$ cat src/rtl/run_ctrl_pkg.sv
// Shared types, default constants and helpers for the run controller.
package run_ctrl_pkg;

   localparam int unsigned RC_PC_W       = 12;
   localparam int unsigned RC_CNT_W      = 16;
   localparam int unsigned RC_MEM_LAT    = 2;
   localparam int unsigned RC_MAX_CYCLES = 4096;

   typedef enum logic [2:0] {
      ST_IDLE   = 3'd0,
      ST_FETCH  = 3'd1,
      ST_DECODE = 3'd2,
      ST_EXEC   = 3'd3,
      ST_MEM    = 3'd4,
      ST_WB     = 3'd5,
      ST_DONE   = 3'd6
   } run_state_t;

   // Increment v, holding at the all-ones value of a w-bit counter.
   function automatic logic [31:0] sat_inc(input logic [31:0] v, input int unsigned w);
      logic [31:0] max_v;
      if (w >= 32) max_v = '1;
      else         max_v = (32'd1 << w) - 32'd1;
      return (v >= max_v) ? max_v : v + 32'd1;
   endfunction

endpackage

$ cat src/rtl/run_ctrl_lat_timer.sv
// Loadable down-counter timing the data-memory access latency.
// first: high during the cycle right after load; expire: count is zero.
module lat_timer #(
   parameter int unsigned LAT = 2
) (
   input  logic clk,
   input  logic reset,
   input  logic load,
   output logic first,
   output logic expire
);

   logic [3:0] cnt;
   logic       first_q;

   // Load with LAT-1 so the counter reads zero in the final access cycle.
   always_ff @(posedge clk or negedge reset) begin
      if (!reset) begin
         cnt     <= '0;
         first_q <= 1'b0;
      end else if (load) begin
         cnt     <= 4'(LAT - 1);
         first_q <= 1'b1;
      end else begin
         first_q <= 1'b0;
         if (cnt != '0) cnt <= cnt - 4'd1;
      end
   end

   // Expose status directly from the registers.
   always_comb begin
      first  = first_q;
      expire = (cnt == '0);
   end

endmodule

$ cat src/rtl/run_ctrl.sv
// Multi-cycle run controller: FETCH/DECODE/EXEC/MEM/WB sequencing, PC
// ownership, write-strobe gating, req/done handshake, watchdog and counters.
// Optional macro RUN_CTRL_SINGLE_STEP_EN adds step_mode/step ports that
// stall FETCH until a rising edge on step.
module run_ctrl
   import run_ctrl_pkg::*;
#(
   parameter int unsigned PC_W       = RC_PC_W,
   parameter int unsigned CNT_W      = RC_CNT_W,
   parameter int unsigned MEM_LAT    = RC_MEM_LAT,
   parameter int unsigned START_PC   = 0,
   parameter int unsigned MAX_CYCLES = RC_MAX_CYCLES
) (
   input  logic             clk,
   input  logic             reset,
`ifdef RUN_CTRL_SINGLE_STEP_EN
   input  logic             step_mode,
   input  logic             step,
`endif
   input  logic             req,
   input  logic             halt_instr,
   input  logic             is_mem,
   input  logic             is_store,
   input  logic             reg_write,
   input  logic             branch_taken,
   input  logic [PC_W-1:0]  branch_target,
   output logic [PC_W-1:0]  pc,
   output logic             ir_load,
   output logic             rf_we,
   output logic             dm_we,
   output logic             busy,
   output logic             done,
   output logic             timeout,
   output logic [CNT_W-1:0] cycle_cnt,
   output logic [CNT_W-1:0] instr_cnt
);

   localparam logic [PC_W-1:0] START = PC_W'(START_PC);

   run_state_t      state, state_nxt;
   logic            stall, wd_hit, start, mem_load, mem_first, mem_expire;
   logic            br_taken_q;
   logic [PC_W-1:0] br_target_q;

`ifdef RUN_CTRL_SINGLE_STEP_EN
   logic step_q;

   // Remember the previous step level for rising-edge detection.
   always_ff @(posedge clk or negedge reset) begin
      if (!reset) step_q <= 1'b0;
      else        step_q <= step;
   end

   // Hold in FETCH under step mode until step rises.
   always_comb stall = (state == ST_FETCH) && step_mode && !(step && !step_q);
`else
   // No single-step support: FETCH always proceeds.
   always_comb stall = 1'b0;
`endif

   // Status decode and watchdog condition.
   always_comb begin
      busy     = (state != ST_IDLE) && (state != ST_DONE);
      done     = (state == ST_DONE);
      start    = !busy && req;
      wd_hit   = busy && !stall && (32'(cycle_cnt) == MAX_CYCLES - 1);
      mem_load = (state == ST_EXEC) && is_mem && !wd_hit;
   end

   lat_timer #(.LAT(MEM_LAT)) u_lat (
      .clk    (clk),
      .reset  (reset),
      .load   (mem_load),
      .first  (mem_first),
      .expire (mem_expire)
   );

   // Next-state selection; the watchdog overrides every other transition.
   always_comb begin
      state_nxt = state;
      case (state)
         ST_IDLE:   if (req) state_nxt = ST_FETCH;
         ST_FETCH:  if (!stall) state_nxt = ST_DECODE;
         ST_DECODE: state_nxt = halt_instr ? ST_DONE : ST_EXEC;
         ST_EXEC:   state_nxt = is_mem ? ST_MEM : ST_WB;
         ST_MEM:    if (mem_expire) state_nxt = ST_WB;
         ST_WB:     state_nxt = ST_FETCH;
         ST_DONE:   if (req) state_nxt = ST_FETCH;
         default:   state_nxt = ST_IDLE;
      endcase
      if (wd_hit) state_nxt = ST_DONE;
   end

   // Strobes are suppressed in the watchdog's final cycle.
   always_comb begin
      ir_load = (state == ST_FETCH) && !stall && !wd_hit;
      rf_we   = (state == ST_WB) && reg_write && !wd_hit;
      dm_we   = (state == ST_MEM) && mem_first && is_store && !wd_hit;
   end

   // State, PC, counters, timeout flag and branch latch.
   always_ff @(posedge clk or negedge reset) begin
      if (!reset) begin
         state       <= ST_IDLE;
         pc          <= START;
         cycle_cnt   <= '0;
         instr_cnt   <= '0;
         timeout     <= 1'b0;
         br_taken_q  <= 1'b0;
         br_target_q <= '0;
      end else begin
         state <= state_nxt;
         if (start) begin
            pc        <= START;
            cycle_cnt <= '0;
            instr_cnt <= '0;
            timeout   <= 1'b0;
         end else begin
            if (busy && !stall)
               cycle_cnt <= CNT_W'(sat_inc(32'(cycle_cnt), CNT_W));
            if (wd_hit)
               timeout <= 1'b1;
            if (state == ST_EXEC) begin
               br_taken_q  <= branch_taken;
               br_target_q <= branch_target;
            end
            if ((state == ST_WB) && !wd_hit) begin
               pc        <= br_taken_q ? br_target_q : pc + 1'b1;
               instr_cnt <= CNT_W'(sat_inc(32'(instr_cnt), CNT_W));
            end
         end
      end
   end

endmodule

$ cat config.mk
export PLATFORM = sky130hd
export DESIGN_NAME = run_ctrl
export DESIGN_NICKNAME = d
export VERILOG_FILES = /design/src/rtl/run_ctrl_pkg.sv /design/src/rtl/run_ctrl_lat_timer.sv /design/src/rtl/run_ctrl.sv
export SDC_FILE = /design/constraint.sdc
export NUM_CORES = 1
export LEC_CHECK = 0
export ABC_AREA = 1
export CORE_MARGIN = 5
export CORE_UTILIZATION = 40
export DETAILED_ROUTE_END_ITERATION = 12
export DONT_BUFFER_PORTS = 1
export SLEW_MARGIN = 15
export SYNTH_ARGS = -nofsm -noshare
export SYNTH_HDL_FRONTEND = slang
export SYNTH_HIERARCHICAL = 1
export SYNTH_SLANG_ARGS = --single-unit
$ cat constraint.sdc
create_clock -name clk -period 2.6 [get_ports clk]
set_clock_uncertainty 0.05 [all_clocks]
set_input_delay 0.39 -clock clk [delete_from_list [all_inputs] [get_ports clk]]
set_output_delay 0.39 -clock clk [all_outputs]
set_load 0.01 [all_outputs]
## Yosys cells after proc, flatten, opt, wreduce, memory -nomap -nowiden

Index checks and enable logic that the tools add are counted.

| operators by class | value |
|---|---|
| add/subtract/negate cells | 4 |
| equal/unequal tests | 10 |
| bitwise operators | 1 |
| mux-type cells | 24 |
| reduce and logical (&&, ||, !) cells | 25 |
| order comparisons | 2 |

Operators by type and width:

| operator | count |
|---|---|
| $mux W32 | 4 |
| $mux W16 | 6 |
| $ge A16 B32 Y1 | 2 |
| $mux W12 | 3 |
| $add A16 B1 Y16 const B | 2 |
| $pmux W3 S6 | 1 |
| $eq A16 B12 Y1 const B | 1 |
| $add A12 B1 Y12 const B | 1 |
| $logic_and A1 B1 Y1 | 12 |
| $mux W3 | 4 |
| $eq A3 B3 Y1 const B | 3 |
| $mux W4 | 2 |
| $reduce_bool A2 Y1 | 4 |
| $eq A3 B2 Y1 const B | 2 |
| $ne A3 B3 Y1 const B | 2 |
| $logic_not A4 Y1 | 1 |
| $mux W1 | 4 |
| $reduce_and A2 Y1 | 2 |
| $reduce_bool A4 Y1 | 1 |
| $sub A4 B1 Y4 const B | 1 |
| $eq A3 B1 Y1 const B | 1 |
| $logic_not A3 Y1 | 1 |
| $ne A3 B1 Y1 const B | 1 |
| $reduce_bool A3 Y1 | 1 |
| other kinds (3) | 4 |

| storage, ports and cells | value |
|---|---|
| logic and storage cells | 75 |
| bits of input ports | 20 |
| bits in registers | 66 |
| output and inout bits | 50 |

## Longest topological paths before layout

Gate-level depths: netlist of the first run.

| depth | value |
|---|---|
| depth in word-level cells | 11 |
| mapped depth | 11 |
| depth with buffers taken out | 10 |

## Modules after synthesis

Netlist of the first run, hierarchy kept.

Modules (own cells, without submodules):

| module | sequential area each (um^2) | area an instance (um^2) | cells an instance | times used |
|---|---|---|---|---|
| run_ctrl | 1526.5 | 3784.9 | 546 | 1 |
| lat_timer | 125.1 | 252.7 | 29 | 1 |

## Worst setup path before layout of the first run

Ideal clock, no wire load.

| timing path | value |
|---|---|
| kind | register to output |
| start point | register cycle_cnt[0] |
| end point | output rf_we |
| cell stages (with the launch flop) | 11 |
| slack | 0.638 ns |
| buffers on the path | 2 |
| arrival | 1.522 ns |
| cell sequence | dfrtp_1 ha_1 nand2_2 nor2_4 nand3_4 nor2_8 nor2_2 buf_6 buf_6 nand2_1 inv_2 |

| between the ends | value |
|---|---|
| word-level cells in the longest chain between the ends | 4 |

RTL lines:

| what | RTL line | text |
|---|---|---|
| start, declared | run_ctrl.sv:34 | `output logic [CNT_W-1:0] cycle_cnt,` |
| start signal, assigned | run_ctrl.sv:120 | `cycle_cnt <= CNT_W'(sat_inc(32'(cycle_cnt), CNT_W));` |
| $eq A16 B12 Y1 | run_ctrl.sv:66 | `wd_hit = busy && !stall && (32'(cycle_cnt) == MAX_CYCLES - 1);` |
| $logic_and A1 B1 Y1 | run_ctrl.sv:66 |  |
| $logic_not A1 Y1 | run_ctrl.sv:97 | `rf_we = (state == ST_WB) && reg_write && !wd_hit;` |
| $logic_and A1 B1 Y1 | run_ctrl.sv:97 |  |
| end, declared | run_ctrl.sv:29 | `output logic rf_we,` |

No other way between the ends.

## Worst setup path in the final report of the first run

Same ends and word-level chain as after synthesis.

==> results.md, run 1 <==
- Floorplan core area: 9820 sq um
- GR Util All Layers: 0.174
- Worst slew pin tran: 0.613 ns
- HPWL Detailed: 7320 um
- Routed len/inst: 14.7 um
- Distinct cell type count after synthesis: 31
- Inserted Clock Buffers: 9
- Ports: 70
- Area grow syn2layout: 7.28%
- Area of the mapped netlist: 4040 sq um
- Net count of the finished layout: 602
- Final cell count without fillers: 712
- Largest net degree at the start of global routing: 67
- Pwr dens: 916 nW/um^2
- Crit path launch type: flip-flop
- DRC Markers: 0
- Clock slew at reported path FFs: 0.07 ns
- Overflow after GRT: 0
- Outcome: finished, final reports clean
- Root Driver: clkbuf_8
- Final Hold Violating Endpoints: 0
- Post-route ant nets: 0
- Leakage: 2.18 nW
- Area of the die: 12200 sq um
- Vias in the first global route: 3651
- Final Power: 3.97 mW
- Critical path required time: 2.16 ns
- Ant. Diodes: 0
- 1st-iter DRT viols: 198
- HP Class: in2reg
- CTS Sinks: 66
- Port Buffer Count: 0
- Share of post-route cells with drive strength above 1: 0.0725
- Ys async rst share: 1.00
- Post-CTS Repair Setup Buffers: 0
- Register bit total from synthesis: 66
- Critical Path AT: 1.88 ns
- Synth Flop Type: dfrtp_1
- Max Root-Sink Buffers: 2
- Post-synth EDFFs: 0
- Period utilization: 0.894
- CP endpoint kind: primary output
- Dpl cell area: 4140 sq um
- Crit-path max FO: 6
- Routability congestion estimate from global placement: 0.821
- Initial Util: 0.411
- Chip Height: 110 um
- H-tree lvl count: 3
- Synth top area share: 0.409
- Vias: 3740
- Synth area leaders: dfrtp_1 41%, nand2_1 19%, nand3_1 11%
- Cells after Synth: 575
- Synth area leader: dfrtp_1
- Worst-Skew Late Latency: 0.36 ns
- Max-cap viol count: 0
- CTS tree: built
- Cells after DPL: 697
- Initial antenna violation count: 0
- First drt pass iteration count: 4
- First-pass GRT wire length: 17600 um
- Worst VDD drop: 0.000574 V
- Syn avg cell area: 7.02 sq um
- Setup_tns: 0 ns
- Max frequency: 0.430 GHz
- RSZ-0062 raised after global routing: no
- Yosys warns: 6
- Die Span X: 110 um
- Max-slew headroom: 0.588
- Sequential share of the synthesized area: 0.409
- Final setup violation count: 0
- DRT Wirelength: 10400 um
- Fill cell count: 1054
- Slew Limit Fails: 0
- FP Rows: 36
- Type of the worst setup path: reg2out
- Finished Cell Area: 4330 sq um
- Synth Net Count: 600
- Via density: 5.25
- Tmin final: 2.32 ns
==> kinds of logic after synthesis <==
group | synth area share
AO/OA/AOI/OAI | 0.0490
XOR/XNOR | 0.0174
adder cells (fa/ha/maj) | 0.0155
buffers and inverters | 0.0747
flip-flops | 0.409
AND/OR/NAND/NOR | 0.434
==> flip-flops by register name (all words and copies together) (netlist names) <==
| signal | cells |
|---|---|
| timeout | 1 |
| br_taken_q | 1 |
| u_lat/cnt | 4 |
| state | 3 |
| pc | 12 |
| cycle_cnt | 16 |
| br_target_q | 12 |
| u_lat/first | 1 |
| instr_cnt | 16 |
==> through the flow <==
stage | hold slack [ns] | setup WS [ns] | util
final | 0.104 | 0.276 | 0.441
after CTS | 0.0958 | 0.262 | 0.441
after global routing | 0.0949 | 0.115 | 0.441
after detailed placement | 0.0463 | 0.603 | 0.421
after global placement | 0.0460 | 0.646 | 0.421
after floorplan | 0.0444 | 0.638 | -
==> cell usage after synthesis (all sizes together), types with 2 or more instances <==
cell,count
o211ai,5
a21oi,5
xor2,4
nor3,4
clkbuf,3
dfrtp,66
buf,11
inv,56
nand3b,3
nand3,89
nand4,15
ha,5
o21ai,21
xnor2,4
nand2,219
nor2,54
or2,4
and2,2
==> worst max-delay path, cell delays in order, from the launching register on <==
cell,delay (ns)
dfrtp_1,0.46
ha_1,0.25
nand2_2,0.13
nor2_4,0.07
nand3_4,0.11
nor2_8,0.06
nor2_2,0.26
nand2_1,0.11
inv_2,0.09
==> where the power goes <==
group,switching (mW),total (mW),internal (mW)
Sequential,0.439,1.77,1.33
Clock,0.389,0.773,0.384
Combinational,0.955,1.42,0.470
Total,1.78,3.97,2.19
==> area by class of cell <==
type,instances,area [sq um],share of cell area
Timing Repair Buffer,5,60.1,0.0139
Sequential cell,66,1650,0.381
Tap cell,133,166,0.0384
Inverter,56,210,0.0485
Clock buffer,13,159,0.0367
Multi-Input combinational cell,439,2080,0.481
==> worst paths after layout <==
| path | start | to | slack, ns | cells past startpoint |
|---|---|---|---|---|
| min in group asynchronous | reset | instr_cnt[15] | 0.49 | 2 |
| hold / removal | branch_target[2] | br_target_q[2] | 0.10 | 2 |
| hold reg to reg | br_target_q[0] | br_target_q[0] | 0.43 | 2 |
| max in group asynchronous | reset | cycle_cnt[10] | 1.66 | 2 |
| setup reg to reg | cycle_cnt[0] | instr_cnt[3] | 0.59 | 9 |
| setup / recovery | cycle_cnt[0] | rf_we | 0.28 | 8 |
==> metal layers <==
layer	up-vias	part of all wire	routed length (um)	global-route usage
met5	-	0	0	0
met4	0	0.023	245	0.0764
met3	18	0.060	626	0.0509
met2	94	0.48	5050	0.290
met1	1771	0.43	4510	0.209
li1	1857	-	-	-
==> timing repair <==
action / CTS / global route
resized for setup: 0 / 0
hold endpoints to repair: 66 / 0
hold buffers: 2 / 0
==> cells in the final DEF (no fill, tap or decap), types with 2 or more instances in the layout <==
| master | count |
|---|---|
| nand2_1 | 209 |
| nand3_1 | 88 |
| dfrtp_1 | 66 |
| inv_1 | 51 |
| nor2_1 | 47 |
| o21ai_0 | 21 |
| nand4_1 | 15 |
| clkbuf_8 | 11 |
| a21oi_1 | 5 |
| o211ai_1 | 5 |
| inv_2 | 5 |
| nand2_4 | 5 |
| nand2_2 | 5 |
| ha_1 | 5 |
| nor3_1 | 4 |
| or2_2 | 4 |
| xor2_1 | 4 |
| xnor2_1 | 4 |
| nor2_2 | 4 |
| nand3b_1 | 3 |
| buf_4 | 3 |
| nor2_4 | 2 |
| and2_1 | 2 |
| clkbuf_1 | 2 |
No activity file was read; power rests on OpenSTA's default activity.
==> run 2: changes to the inputs <==
--- a/config.mk
+++ b/config.mk
@@ -7,7 +7,7 @@
 export LEC_CHECK = 0
 export ABC_AREA = 1
 export CORE_MARGIN = 5
-export CORE_UTILIZATION = 40
+export CORE_UTILIZATION = 45
 export DETAILED_ROUTE_END_ITERATION = 12
 export DONT_BUFFER_PORTS = 1
 export SLEW_MARGIN = 15
==> run 2 against run 1 <==
Net effect: non-clock buffer count increased by 1; sequential power about the same; wire length fell by 5.2%; combinational power about the same; critical path depth unchanged; register-to-register slack about the same; worst setup slack worse by 0.0090 ns; power grew 0.65%; design area hardly changed; via count down 3.3%; critical path type unchanged; critical endpoint unchanged.
==> results.md, run 2 (same netlist as run 1, synthesis figures left out) <==
- Outcome: finished, final reports clean (unchanged)
- Post-route ant nets: 0 (unchanged)
- Worst slew pin tran: 0.615 ns (was 0.613 ns)
- Port Buffer Count: 0 (unchanged)
- Clock slew at reported path FFs: 0.07 ns (about the same)
- Met3 WL: 718 um (was 626 um)
- CTS tree: built (unchanged)
- Post-CTS Repair Setup Buffers: 0 (unchanged)
- Final Hold Violating Endpoints: 0 (unchanged)
- Hold Buf Count CTS: 2 (unchanged)
- Vias in the first global route: 3517 (was 3651)
- Highest-count cells in the layout ignoring fill and taps: 209 x nand2_1, 88 x nand3_1, 66 x dfrtp_1 (unchanged)
- Area of the die: 11000 sq um (was 12200 sq um)
- HPWL Detailed: 7070 um (was 7320 um)
- Leakage: 2.20 nW (was 2.18 nW)
- Pwr dens: 923 nW/um^2 (was 916 nW/um^2)
- Crit path launch type: flip-flop (unchanged)
- Routed len/inst: 14.3 um (was 14.7 um)
- Via density: 5.24 (was 5.25)
- Initial antenna violation count: 1 (was 0)
- Period utilization: 0.897 (was 0.894)
- Die Span X: 105 um (was 110 um)
- Biggest regs: cycle_cnt: 16 flops, instr_cnt: 16 flops (unchanged)
- Share of post-route cells with drive strength above 1: 0.0792 (was 0.0725)
- Critical path required time: 2.16 ns (about the same)
- Final cell count without fillers: 690 (was 712)
- HP Class: in2reg (unchanged)
- DRT Wirelength: 9890 um (was 10400 um)
- Slew Limit Fails: 0 (unchanged)
- DR top layer: met4 (unchanged)
- Worst hold slack: 0.116 ns (was 0.104 ns)
- Commonest non-fill, non-tap cell in the layout: nand2_1 (unchanged)
- Overflow after GRT: 0 (unchanged)
- Max frequency: 0.429 GHz (was 0.430 GHz)
- Vias: 3616 (was 3740)
- R2R Path End: instr_cnt[5] (was instr_cnt[3])
- Initial Util: 0.463 (was 0.411)
- Largest net degree at the start of global routing: 67 (unchanged)
- 1st-iter DRT viols: 136 (was 198)
- Worst VDD drop: 0.000497 V (was 0.000574 V)
- RR Startpoint: cycle_cnt[0] (unchanged)
- Area of the multi-input gates: 2080 sq um (unchanged)
- Max-cap viol count: 0 (unchanged)
- Type of the worst setup path: reg2out (unchanged)
- Ports: 70 (unchanged)
- Net count of the finished layout: 603 (was 602)
- Min-delay src: branch_target[3] (was branch_target[2])
- Max-slew headroom: 0.587 (was 0.588)
- Crit path to: rf_we (unchanged)
- R2r setup slk: 0.59 ns (about the same)
- Worst-Skew Late Latency: 0.34 ns (was 0.36 ns)
- Seq. cell area: 1650 sq um (unchanged)
- Crit-path max FO: 7 (was 6)
- Critical Path AT: 1.89 ns (was 1.88 ns)
- DRC Markers: 0 (unchanged)
- Tmin final: 2.33 ns (was 2.32 ns)
- Resize count post-CTS: 0 (unchanged)
- CP endpoint kind: primary output (unchanged)
- H-tree lvl count: 3 (unchanged)
- Max Root-Sink Buffers: 2 (unchanged)
- Floorplan core area: 8720 sq um (was 9820 sq um)
- GR Util All Layers: 0.185 (was 0.174)
- Inserted Clock Buffers: 9 (unchanged)
- CTS Sinks: 66 (unchanged)
- Final setup violation count: 0 (unchanged)
- DRT met1 WL: 4320 um (was 4510 um)
- Cells after DPL: 673 (was 697)
- RSZ-0062 raised after global routing: no (unchanged)
- Met2 routed WL: 4780 um (was 5050 um)
- First drt pass iteration count: 4 (unchanged)
- Chip Height: 105 um (was 110 um)
- Fill cell count: 874 (was 1054)
- Root Driver: clkbuf_8 (unchanged)
- FP Rows: 34 (was 36)
- Setup_tns: 0 ns (unchanged)
- Cells on worst reg2reg path: 9 (unchanged)
- First-pass GRT wire length: 17200 um (was 17600 um)
- Crit path from: cycle_cnt[0] (unchanged)
- Area grow syn2layout: 7.22% (was 7.28%)
- Routability congestion estimate from global placement: 0.821 (about the same)
-- run 2: where the power goes --
group          total, mW  switching [mW]  internal (mW)
logic               1.42           0.942          0.477
clock network      0.804           0.392          0.413
registers           1.77           0.439           1.33
-- run 2: how the worst min path moves through the flow --
stage	depth (start not counted)	end	slack [ns]
detailed placement	0	instr_cnt[8]	0.05
floorplan	0	br_taken_q	0.04
global placement	0	instr_cnt[10]	0.05
CTS	2	br_target_q[11]	0.10
finish	2	br_target_q[3]	0.12
global route	2	br_target_q[6]	0.11
-- run 2: per-layer routing --
layer / vias to the layer above / track usage
met1: 1676 / 0.239
met3: 8 / 0.0567
li1: 1851 / -
met5: - / 0
met2: 81 / 0.306
met4: 0 / 0.0420
-- run 2: final cells by class --
cell class / count / share of cell area
multi-input cells: 439 / 0.482
flip-flops and latches: 66 / 0.382
inverters: 56 / 0.0486
clock buffers: 12 / 0.0382
well taps: 108 / 0.0312
repair buffers: 6 / 0.0156
clock inverters: 2 / 0.00289
diodes: 1 / 0.000578
-- run 2: per-stage QoR --
stage / setup slack (ns) / utilization / instance area [sq um] / total power, mW
2_1_floorplan: 0.638 / - / 4040 / 2.84
3_3_place_gp: 0.657 / 0.471 / 4110 / 3.16
3_5_place_dp: 0.583 / 0.471 / 4110 / 3.20
4_1_cts: 0.233 / 0.496 / 4330 / 4.05
5_1_grt: 0.118 / 0.496 / 4330 / 4.36
6_report: 0.267 / 0.496 / 4330 / 4.00
-- run 2: worst max-delay path, stage by stage (launching register included) --
cell and delay, ns:
dfrtp_1 0.46, ha_1 0.26, nand2_2 0.13, nor2_4 0.07, nand3_4 0.12, nor2_8 0.06, nor2_2 0.28, nand2_1 0.11
inv_2 0.09
==> run 3: changes to the inputs <==
==> constraint.sdc (replaced) <==
create_clock -name clk -period 2.6 [get_ports clk]
set_clock_uncertainty 0.05 [all_clocks]
set_input_delay 0.39 -clock clk [delete_from_list [all_inputs] [get_ports clk]]
set_output_delay 0.39 -clock clk [all_outputs]
set_load 0.02 [all_outputs]
==> run 3 against run 2 <==
Net effect: worst setup slack got worse by 0.095 ns; die area is the same; clock-buffer cell count is 1 lower; largest cell class unchanged; power up 12%.
==> results.md, run 3 (same netlist as run 1, synthesis figures left out) <==
- Clock slew at reported path FFs: 0.08 ns (was 0.07 ns)
- Routed len/inst: 14.3 um (about the same)
- Crit-path slowest cell: dfrtp_1 (unchanged)
- Slew Limit Fails: 0 (unchanged)
- Area of the multi-input gates: 2080 sq um (unchanged)
- CTS tree: built (unchanged)
- R2r setup slk: 0.53 ns (was 0.59 ns)
- Root Driver: clkbuf_8 (unchanged)
- Dpl cell area: 4110 sq um (unchanged)
- Commonest non-fill, non-tap cell in the layout: nand2_1 (unchanged)
- GR Util All Layers: 0.184 (was 0.185)
- Type of the worst setup path: reg2out (unchanged)
- Via density: 5.27 (was 5.24)
- HP Class: in2reg (unchanged)
- Worst-Skew Late Latency: 0.35 ns (was 0.34 ns)
- Vias: 3645 (was 3616)
- CP endpoint kind: primary output (unchanged)
- Internal power: 2.57 mW (was 2.22 mW)
- Comb power frac: 0.319 (was 0.355)
- Post-CTS Repair Setup Buffers: 0 (unchanged)
- Largest net degree at the start of global routing: 67 (unchanged)
- Routability congestion estimate from global placement: 0.843 (was 0.821)
- Max-slew headroom: 0.606 (was 0.587)
- Clk pwr share: 0.262 (was 0.201)
- Area of the die: 11000 sq um (unchanged)
- Seq. cell area: 1650 sq um (unchanged)
- Port Buffer Count: 0 (unchanged)
- Initial antenna violation count: 0 (was 1)
- Final cell count without fillers: 691 (was 690)
- DRC Markers: 0 (unchanged)
- Final Power: 4.49 mW (was 4.00 mW)
- Sw power: 1.93 mW (was 1.77 mW)
- Max-cap viol count: 0 (unchanged)
- Ant. Diodes: 0 (was 1)
- 1st-iter DRT viols: 131 (was 136)
- Vias in the first global route: 3378 (was 3517)
- Inserted Clock Buffers: 9 (unchanged)
- Floorplan core area: 8720 sq um (unchanged)
- Net switching fraction of the power: 0.429 (was 0.444)
- Final setup violation count: 0 (unchanged)
- Setup_tns: 0 ns (unchanged)
- Crit path launch type: flip-flop (unchanged)
- Max frequency: 0.412 GHz (was 0.429 GHz)
- Overflow after GRT: 0 (unchanged)
- Worst VDD drop: 0.000613 V (was 0.000497 V)
- Cells after DPL: 673 (unchanged)
- Final Hold Violating Endpoints: 0 (unchanged)
- Die Span X: 105 um (unchanged)
- Reg power frac: 0.419 (was 0.444)
- Critical path's largest stage delay: 0.49 ns (was 0.46 ns)
- H-tree lvl count: 3 (unchanged)
- Fill cell count: 837 (was 874)
- Pwr dens: 1020 nW/um^2 (was 923 nW/um^2)
- Layout Utilization: 0.506 (was 0.496)
- Initial Util: 0.463 (unchanged)
- Worst slew pin tran: 0.587 ns (was 0.615 ns)
- Leakage: 2.24 nW (was 2.20 nW)
- Net count of the finished layout: 603 (unchanged)
- FP Rows: 34 (unchanged)
- Biggest regs: cycle_cnt: 16 flops, instr_cnt: 16 flops (unchanged)
- Finished Cell Area: 4420 sq um (was 4330 sq um)
- RSZ-0062 raised after global routing: no (unchanged)
- Ports: 70 (unchanged)
- Area grow syn2layout: 9.36% (was 7.22%)
- CTS Sinks: 66 (unchanged)
- Critical Path AT: 1.99 ns (was 1.89 ns)
- Crit-path max FO: 6 (was 7)
- Highest-count cells in the layout ignoring fill and taps: 209 x nand2_1, 88 x nand3_1, 66 x dfrtp_1 (unchanged)
- Period utilization: 0.934 (was 0.897)
- First-pass GRT wire length: 16700 um (was 17200 um)
- First drt pass iteration count: 4 (unchanged)
- Critical-path cell list: ha_1, nand2_2, nor2_4, nand3_4, nor2_8, nor2_2, nand2_1, inv_2 (unchanged)
- Outcome: finished, final reports clean (unchanged)
- HPWL Detailed: 6890 um (was 7070 um)
- Max Root-Sink Buffers: 2 (unchanged)
- Chip Height: 105 um (unchanged)
- Post-route ant nets: 0 (unchanged)
- DRT Wirelength: 9910 um (was 9890 um)
- Critical path required time: 2.16 ns (about the same)
- Tmin final: 2.43 ns (was 2.33 ns)
- Share of post-route cells with drive strength above 1: 0.0806 (was 0.0792)
-- run 3: cell types whose count changed in the layout (fill, tap and decap cells not counted), sizes merged --
cell	before	now
bufinv	0	4
clkinvlp	1	0
diode	1	0
clkbuf	12	11
-- run 3: area by class of cell --
cell class                 instances  share of cell area
multi-input combinational        439               0.472
timing repair buffer               6              0.0153
inverter                          56              0.0476
clock buffer                      11              0.0320
clock inverter                     5              0.0283
tap                              108              0.0306
sequential                        66               0.374
-- run 3: final timing paths --
check,start,endpoint,cells after the start
worst max register to register,cycle_cnt[0],instr_cnt[6],9
worst min-delay path,branch_target[6],br_target_q[6],2
min in group asynchronous,reset,instr_cnt[10],2
worst min register to register,br_target_q[6],br_target_q[6],2
worst max-delay path,cycle_cnt[0],rf_we,8
max in group asynchronous,reset,cycle_cnt[3],2
-- run 3: stage by stage --
stage	hold slack, ns	worst slack [ns]
floorplan	0.0444	0.480
global route	0.0973	0.0422
CTS	0.0880	0.166
global placement	0.0464	0.578
detailed placement	0.0464	0.552
finish	0.0995	0.172
-- run 3: power by group through the flow --
| stage | Clock, mW | Combinational [mW] | Sequential (mW) |
|---|---|---|---|
| finish | 1.18 | 1.43 | 1.88 |
| global route | 1.25 | 1.67 | 1.94 |
| CTS | 1.21 | 1.45 | 1.88 |
| detailed placement | 0 | 1.42 | 1.90 |
| global placement | 0 | 1.38 | 1.90 |
| floorplan | 0 | 1.19 | 1.78 |
-- run 3: critical path: cells and delay by family, from the launching register on --
kind	cells	cell delay, ns
flops	1	0.49
buf+inv	1	0.12
simple gates	6	0.76
fa+ha+maj	1	0.27
-- run 3: repair_timing --
action / CTS / global route
hold endpoints to repair: 66 / 0
gates resized for setup: 0 / 0
hold buffers: 2 / 0
-- run 3: routing by layer --
layer	wire length (um)	vias to the layer above	track usage
met1	4430	1680	0.235
met2	4650	86	0.293
li1	-	1863	-
met5	0	-	0
met4	167	0	0.0758
met3	657	16	0.0536
